[src/rtl/image_capture_pkg.sv]
// Shared definitions for the camera capture path.
//   cap_state_e    : capture FSM state encoding
//   BYTES_PER_WORD : bytes per packed word at the default 32-bit width
//   bytes_per_word : lane count for an arbitrary (multiple-of-8) word width
package image_capture_pkg;

  typedef enum logic [2:0] {
    IDLE        = 3'd0,
    WAIT_VSYNC  = 3'd1,
    VSYNC_HIGH  = 3'd2,
    WAIT_LINE   = 3'd3,
    LINE        = 3'd4
  } cap_state_e;

  localparam int unsigned BYTES_PER_WORD = 4;

  function automatic int unsigned bytes_per_word(input int unsigned data_width);
    return data_width / 8;
  endfunction

endpackage

[src/rtl/byte_lane_packer.sv]
// Assembles camera bytes into little-endian words.
//   clk_i, rst_ni  : clock, asynchronous active-low reset
//   clear_i        : discard any partial word (highest priority)
//   capture_i      : byte_i goes into the current lane
//   flush_i        : emit a partial word with zero-padded upper lanes
//   byte_i         : camera byte
//   word_o         : word being emitted (valid only with word_valid_o)
//   word_valid_o   : a word is complete this cycle (combinational)
module byte_lane_packer
  import image_capture_pkg::*;
#(
  parameter int unsigned DATA_WIDTH = BYTES_PER_WORD * 8
) (
  input  logic                  clk_i,
  input  logic                  rst_ni,
  input  logic                  clear_i,
  input  logic                  capture_i,
  input  logic                  flush_i,
  input  logic [7:0]            byte_i,
  output logic [DATA_WIDTH-1:0] word_o,
  output logic                  word_valid_o
);

  localparam int unsigned BPW   = bytes_per_word(DATA_WIDTH);
  localparam int unsigned IDX_W = (BPW > 1) ? $clog2(BPW) : 1;
  localparam logic [IDX_W-1:0] LAST = IDX_W'(BPW - 1);

  logic [DATA_WIDTH-1:0] lanes_q, lanes_d, lanes_ins;
  logic [IDX_W-1:0]      idx_q, idx_d;

  // Lanes above byte_index are kept at zero (the register is cleared after
  // every emitted word), so a flush needs no explicit padding mask.
  always_comb begin
    lanes_ins = lanes_q;
    for (int unsigned l = 0; l < BPW; l++) begin
      if (idx_q == IDX_W'(l)) lanes_ins[l*8 +: 8] = byte_i;
    end
  end

  always_comb begin
    lanes_d      = lanes_q;
    idx_d        = idx_q;
    word_o       = lanes_q;
    word_valid_o = 1'b0;
    if (clear_i) begin
      lanes_d = '0;
      idx_d   = '0;
    end else if (capture_i) begin
      word_o = lanes_ins;
      if (idx_q == LAST) begin
        word_valid_o = 1'b1;
        lanes_d      = '0;
        idx_d        = '0;
      end else begin
        lanes_d = lanes_ins;
        idx_d   = idx_q + IDX_W'(1);
      end
    end else if (flush_i) begin
      word_valid_o = (idx_q != '0);
      lanes_d      = '0;
      idx_d        = '0;
    end
  end

  always_ff @(posedge clk_i or negedge rst_ni) begin
    if (!rst_ni) begin
      lanes_q <= '0;
      idx_q   <= '0;
    end else begin
      lanes_q <= lanes_d;
      idx_q   <= idx_d;
    end
  end

endmodule

[src/rtl/pixel_packer.sv]
// Camera byte stream to FIFO word packer with frame/line sequencing.
//   clock, reset_n  : pixel clock, asynchronous active-low reset
//   enable          : capture enable; low returns to IDLE and drops partial data
//   vsync, href     : camera frame sync / line valid
//   pixel_data      : camera byte
//   fifo_ready/full : downstream FIFO status; a push is dropped unless ready and not full
//   fifo_data       : last pushed word (held between pushes)
//   fifo_push       : one-cycle push strobe
//   fifo_clear      : one-cycle strobe at frame start (or frame abort)
//   frame_done      : one-cycle pulse after line FRAME_LINES completes
//   overflow        : sticky; a word was dropped in the current frame
//   line_count      : lines completed in the current frame (saturating)
module pixel_packer
  import image_capture_pkg::*;
#(
  parameter int unsigned DATA_WIDTH  = BYTES_PER_WORD * 8,
  parameter int unsigned FRAME_LINES = 480
) (
  input  logic                  clock,
  input  logic                  reset_n,
  input  logic                  enable,
  input  logic                  vsync,
  input  logic                  href,
  input  logic [7:0]            pixel_data,
  input  logic                  fifo_ready,
  input  logic                  fifo_full,
  output logic [DATA_WIDTH-1:0] fifo_data,
  output logic                  fifo_push,
  output logic                  fifo_clear,
  output logic                  frame_done,
  output logic                  overflow,
  output logic [15:0]           line_count
);

  if (DATA_WIDTH < 8 || (DATA_WIDTH % 8) != 0) begin : g_bad_width
    $error("pixel_packer: DATA_WIDTH must be a non-zero multiple of 8");
  end

  localparam logic [15:0] LAST_LINE = 16'(FRAME_LINES);

  cap_state_e            state_q, state_d;
  logic                  vsync_q;
  logic [DATA_WIDTH-1:0] data_q, data_d;
  logic                  push_q, push_d;
  logic                  clear_q, clear_d;
  logic                  done_q, done_d;
  logic                  ovf_q, ovf_d;
  logic [15:0]           lc_q, lc_d, lc_inc;

  logic                  vsync_rise;
  logic                  frame_start;
  logic                  pk_clear, pk_capture, pk_flush, pk_valid;
  logic [DATA_WIDTH-1:0] pk_word;

  assign vsync_rise = vsync & ~vsync_q;

  byte_lane_packer #(
    .DATA_WIDTH(DATA_WIDTH)
  ) u_packer (
    .clk_i       (clock),
    .rst_ni      (reset_n),
    .clear_i     (pk_clear),
    .capture_i   (pk_capture),
    .flush_i     (pk_flush),
    .byte_i      (pixel_data),
    .word_o      (pk_word),
    .word_valid_o(pk_valid)
  );

  always_comb begin
    state_d     = state_q;
    data_d      = data_q;
    push_d      = 1'b0;
    clear_d     = 1'b0;
    done_d      = 1'b0;
    ovf_d       = ovf_q;
    lc_d        = lc_q;
    frame_start = 1'b0;
    pk_clear    = 1'b0;
    pk_capture  = 1'b0;
    pk_flush    = 1'b0;
    lc_inc      = (lc_q == 16'hFFFF) ? lc_q : lc_q + 16'd1;

    if (!enable) begin
      state_d  = IDLE;
      pk_clear = 1'b1;
    end else begin
      unique case (state_q)
        IDLE:       state_d = WAIT_VSYNC;
        WAIT_VSYNC: frame_start = vsync_rise;
        VSYNC_HIGH: if (!vsync) state_d = WAIT_LINE;
        WAIT_LINE: begin
          if (vsync_rise) begin
            frame_start = 1'b1;
          end else if (href) begin
            pk_capture = 1'b1;
            state_d    = LINE;
          end
        end
        LINE: begin
          if (vsync_rise) begin
            frame_start = 1'b1;
          end else if (href) begin
            pk_capture = 1'b1;
          end else begin
            pk_flush = 1'b1;
            lc_d     = lc_inc;
            state_d  = WAIT_LINE;
            if (lc_inc == LAST_LINE) begin
              done_d  = 1'b1;
              state_d = WAIT_VSYNC;
            end
          end
        end
        default: state_d = IDLE;
      endcase

      // A frame start (including an abort mid-line) drops the partial word;
      // the packer clear overrides capture/flush so no push can coincide.
      if (frame_start) begin
        state_d  = VSYNC_HIGH;
        clear_d  = 1'b1;
        lc_d     = '0;
        ovf_d    = 1'b0;
        pk_clear = 1'b1;
      end

      if (pk_valid) begin
        if (fifo_full || !fifo_ready) begin
          ovf_d = 1'b1;
        end else begin
          push_d = 1'b1;
          data_d = pk_word;
        end
      end
    end
  end

  // vsync_q resets high so a vsync already asserted at release is not an edge.
  always_ff @(posedge clock or negedge reset_n) begin
    if (!reset_n) begin
      state_q <= IDLE;
      vsync_q <= 1'b1;
      data_q  <= '0;
      push_q  <= 1'b0;
      clear_q <= 1'b0;
      done_q  <= 1'b0;
      ovf_q   <= 1'b0;
      lc_q    <= '0;
    end else begin
      state_q <= state_d;
      vsync_q <= vsync;
      data_q  <= data_d;
      push_q  <= push_d;
      clear_q <= clear_d;
      done_q  <= done_d;
      ovf_q   <= ovf_d;
      lc_q    <= lc_d;
    end
  end

  assign fifo_data  = data_q;
  assign fifo_push  = push_q;
  assign fifo_clear = clear_q;
  assign frame_done = done_q;
  assign overflow   = ovf_q;
  assign line_count = lc_q;

endmodule

[config.mk]
export PLATFORM = sky130hd
export DESIGN_NAME = pixel_packer
export DESIGN_NICKNAME = d
export VERILOG_FILES = /design/src/rtl/image_capture_pkg.sv /design/src/rtl/byte_lane_packer.sv /design/src/rtl/pixel_packer.sv
export SDC_FILE = /design/constraint.sdc
export NUM_CORES = 1
export LEC_CHECK = 0
export BUFFER_PORTS_ARGS = -buffer_cell sky130_fd_sc_hd__buf_4
export CORE_MARGIN = 2
export CORE_UTILIZATION = 43
export CTS_BUF_LIST = sky130_fd_sc_hd__clkbuf_2
export DETAILED_ROUTE_END_ITERATION = 8
export PLACE_DENSITY_LB_ADDON = 0.3
export SETUP_SLACK_MARGIN = 0.15
export SYNTH_ARGS = -nofsm -noshare
export SYNTH_HDL_FRONTEND = slang
export SYNTH_SLANG_ARGS = --single-unit
[constraint.sdc]
create_clock -name clock -period 7.35 [get_ports clock]
set_input_delay 0 -clock clock [delete_from_list [all_inputs] [get_ports clock]]
set_output_delay 0 -clock clock [all_outputs]
set_load 0.005 [all_outputs]
==> results.txt <==
status: completed
htree depth: 3
Netlist cell types: 51
dominant synthesized flop cell: dfrtp_1
FF+latch count, synth: 90
clock slew at reported path FFs: 0.23 ns
gpl congestion: 0.8891
fraction of layout cells with a size suffix above 1: 20.12%
HPWL after DPL: 6.445 mm
Max Root-Sink Buffers: 2
Slew HR: 30.12%
CP endpoint kind: flip-flop
critical path peak fanout: 65
worst-path cell chain: or3b_1 > a2111oi_4 > nand2_4 > a21o_2 > nand2_1 > o21ai_1
Yosys top cell by area: dfrtp_1
clk_skew: 0.04785 ns
Tcrit/Tclk final: 38.68%
Post-DRT Antenna Nets: 0
drt total wl: 9.746 mm
Net Count, Synth: 424
vias per cell: 5.359
RSZ-0062 raised after global routing: no
Worst IR Drop VDD: 0.1048 mV
CP Depth: 6
Max Cap Violations: 0
Reg2Reg Launch Point: state_q[2]
Synth area leaders: dfrtp_1 (52%), mux2i_1 (8.2%), a22o_1 (5.2%)
Pre-Repair DR Iteration Count: 5
aggregate global-route resource usage: 19.41%
grt ovf: 0
Clock Sinks: 90
Yosys top cell area share: 52.41%
Initial DRC Count: 161
number of global-route vias before repair: 3152
RR Endpoint: fifo_data[21]
P&R area growth vs syn: 20.17%
Post-synth EDFFs: 0
area post-placement: 4820 um^2
GR Util met1: 28.01%
Fin Hold WS: 0.1215 ns
total power draw: 0.8223 mW
GR Util met3: 4.570%
endpoints failing hold: 0
I/O pin count: 67
max incr delay on CP: 0.59 ns
critical path launch point type: flip-flop
Worst Path Arrival: 3.26 ns
CP startpoint: state_q[2]
GR Util met2: 29.18%
clk root buf: clkbuf_2
Setup TNS: 0 ns
Hold Path Class: input port to flip-flop
Slew Viols, Final: 0
Synthesis Warnings: 0
Critical path buffers and inverters: 0
CORE AREA: 9684 um^2
CTS resizes: 0
Die W: 103.4 um
Leak: 2.575 nW
clock tree from TritonCTS: built
first-pass GRT wire length: 15.90 mm
CTS buffer count: 9
slowest CP cell: a21o_2
Vias: 3296
PwrDens: 161.0 nW/um^2
Routed WL per cell: 15.85 um
final instance area: 5106 um^2
final core occ: 52.73%
flop2flop setup slack: 4.51 ns
Starting Density: 43.88%
critical path class: flip-flop to flip-flop
R2R depth: 6
number of inserted diodes: 0
CP top delay family: compound AO/OA/AOI/OAI gates
mapped cell area: 4249 um^2
Slew @ Worst Pin: 1.048 ns
Mapped Cells: 404
number of port buffers: 66
Setup crit end: fifo_data[21]
die height: 103.4 um
WP data required: 7.77 ns
pin count of the biggest net entering global routing: 76
Die Area: 10690 um^2
post-synthesis sequential area ratio: 53.03%
Post-synth ARST share: 100.0%
final setup fails: 0
initial antenna violation count: 0
Tmin final: 2.843 ns
worst-skew pair later-pin latency: 0.57 ns
# DRC: 0
GR peak layer: met2
layout net count: 497
syn avg cell area: 10.52 um^2
fillcell total: 875
Rows: 36
Fmax: 351.7 MHz
-- per-layer routing --
| layer | routed length (um) | part of all wire [%] | up-vias |
|---|---|---|---|
| met5 | 0 | 0 | - |
| met4 | 121 | 1.2 | 0 |
| met3 | 385 | 4.0 | 10 |
| met2 | 4611 | 47 | 78 |
| met1 | 4626 | 47 | 1599 |
| li1 | - | - | 1609 |
-- final cells by class --
class / instances / area, um^2 / share of cell area [%]
sequential: 90 / 2253 / 44.13
timing repair buffer: 84 / 670.6 / 13.13
multi-input combinational: 284 / 1859 / 36.41
inverter: 8 / 30.03 / 0.5881
clock buffer: 9 / 45.04 / 0.8821
tap: 133 / 166.4 / 3.259
clock inverter: 7 / 81.33 / 1.593
-- worst min path at each step --
stage,startpoint,end,cells after the start
finish,vsync,vsync_q,2
global route,vsync,vsync_q,2
CTS,vsync,vsync_q,2
detailed placement,reset_n,line_count[5],1
global placement,reset_n,overflow,1
floorplan,reset_n,fifo_clear,0
-- cells in the final DEF, fill, tap and decap left out, types with 7 or more instances in the layout --
cell type / n
inv_1: 7
buf_4: 68
o21ai_1: 32
and2_1: 12
clkbuf_2: 9
and3_1: 9
nand2_1: 52
mux2i_1: 35
dlygate4sd3_1: 16
a22o_1: 25
nor3_1: 7
nor2_1: 9
o21ai_0: 17
dfrtp_1: 89
a21oi_1: 16
-- state kept, by name, indices dropped and copies added, names as in the netlist --
register / count
fifo_clear: 1
fifo_data: 32
fifo_push: 1
frame_done: 1
line_count: 16
overflow: 1
state_q: 3
u_packer.idx_q: 2
u_packer.lanes_q: 32
vsync_q: 1
-- Yosys cell counts, types with 7 or more instances --
| cell type | instances |
|---|---|
| mux2i_1 | 35 |
| nor3_1 | 7 |
| clkbuf_1 | 14 |
| o21ai_0 | 17 |
| nand2_1 | 52 |
| and3_1 | 9 |
| dfrtp_1 | 89 |
| and2_1 | 12 |
| a22o_1 | 25 |
| a21oi_1 | 16 |
| inv_1 | 7 |
| nor2_1 | 9 |
| o21ai_1 | 32 |
-- power breakdown --
part	switching (mW)	internal, mW
clock	0.185	0.0852
sequential	0.00333	0.499
combinational	0.0307	0.0184
-- cells by family after synthesis --
group	synth area share (%)
compound gates	17.76
xor+xnor	0.8247
flops	53.03
mux	8.510
simple gates	15.16
buf+inv	3.239
fa+ha+maj	1.472
-- stage by stage --
step / std cells / setup WS (ns)
5_1_grt: 615 / 4.239
4_1_cts: 615 / 4.500
3_3_place_gp: 583 / 4.604
3_5_place_dp: 583 / 4.523
6_report: 615 / 4.507
2_1_floorplan: 404 / 4.943
-- repair_timing --
item                                    4_1_cts  5_1_grt
hold buffers                                 16        0
endpoints found under the setup margin        0        0
endpoints found under the hold margin       160        0
setup buffers                                 0        0
Note: power is estimated with default switching activity, not from simulation.
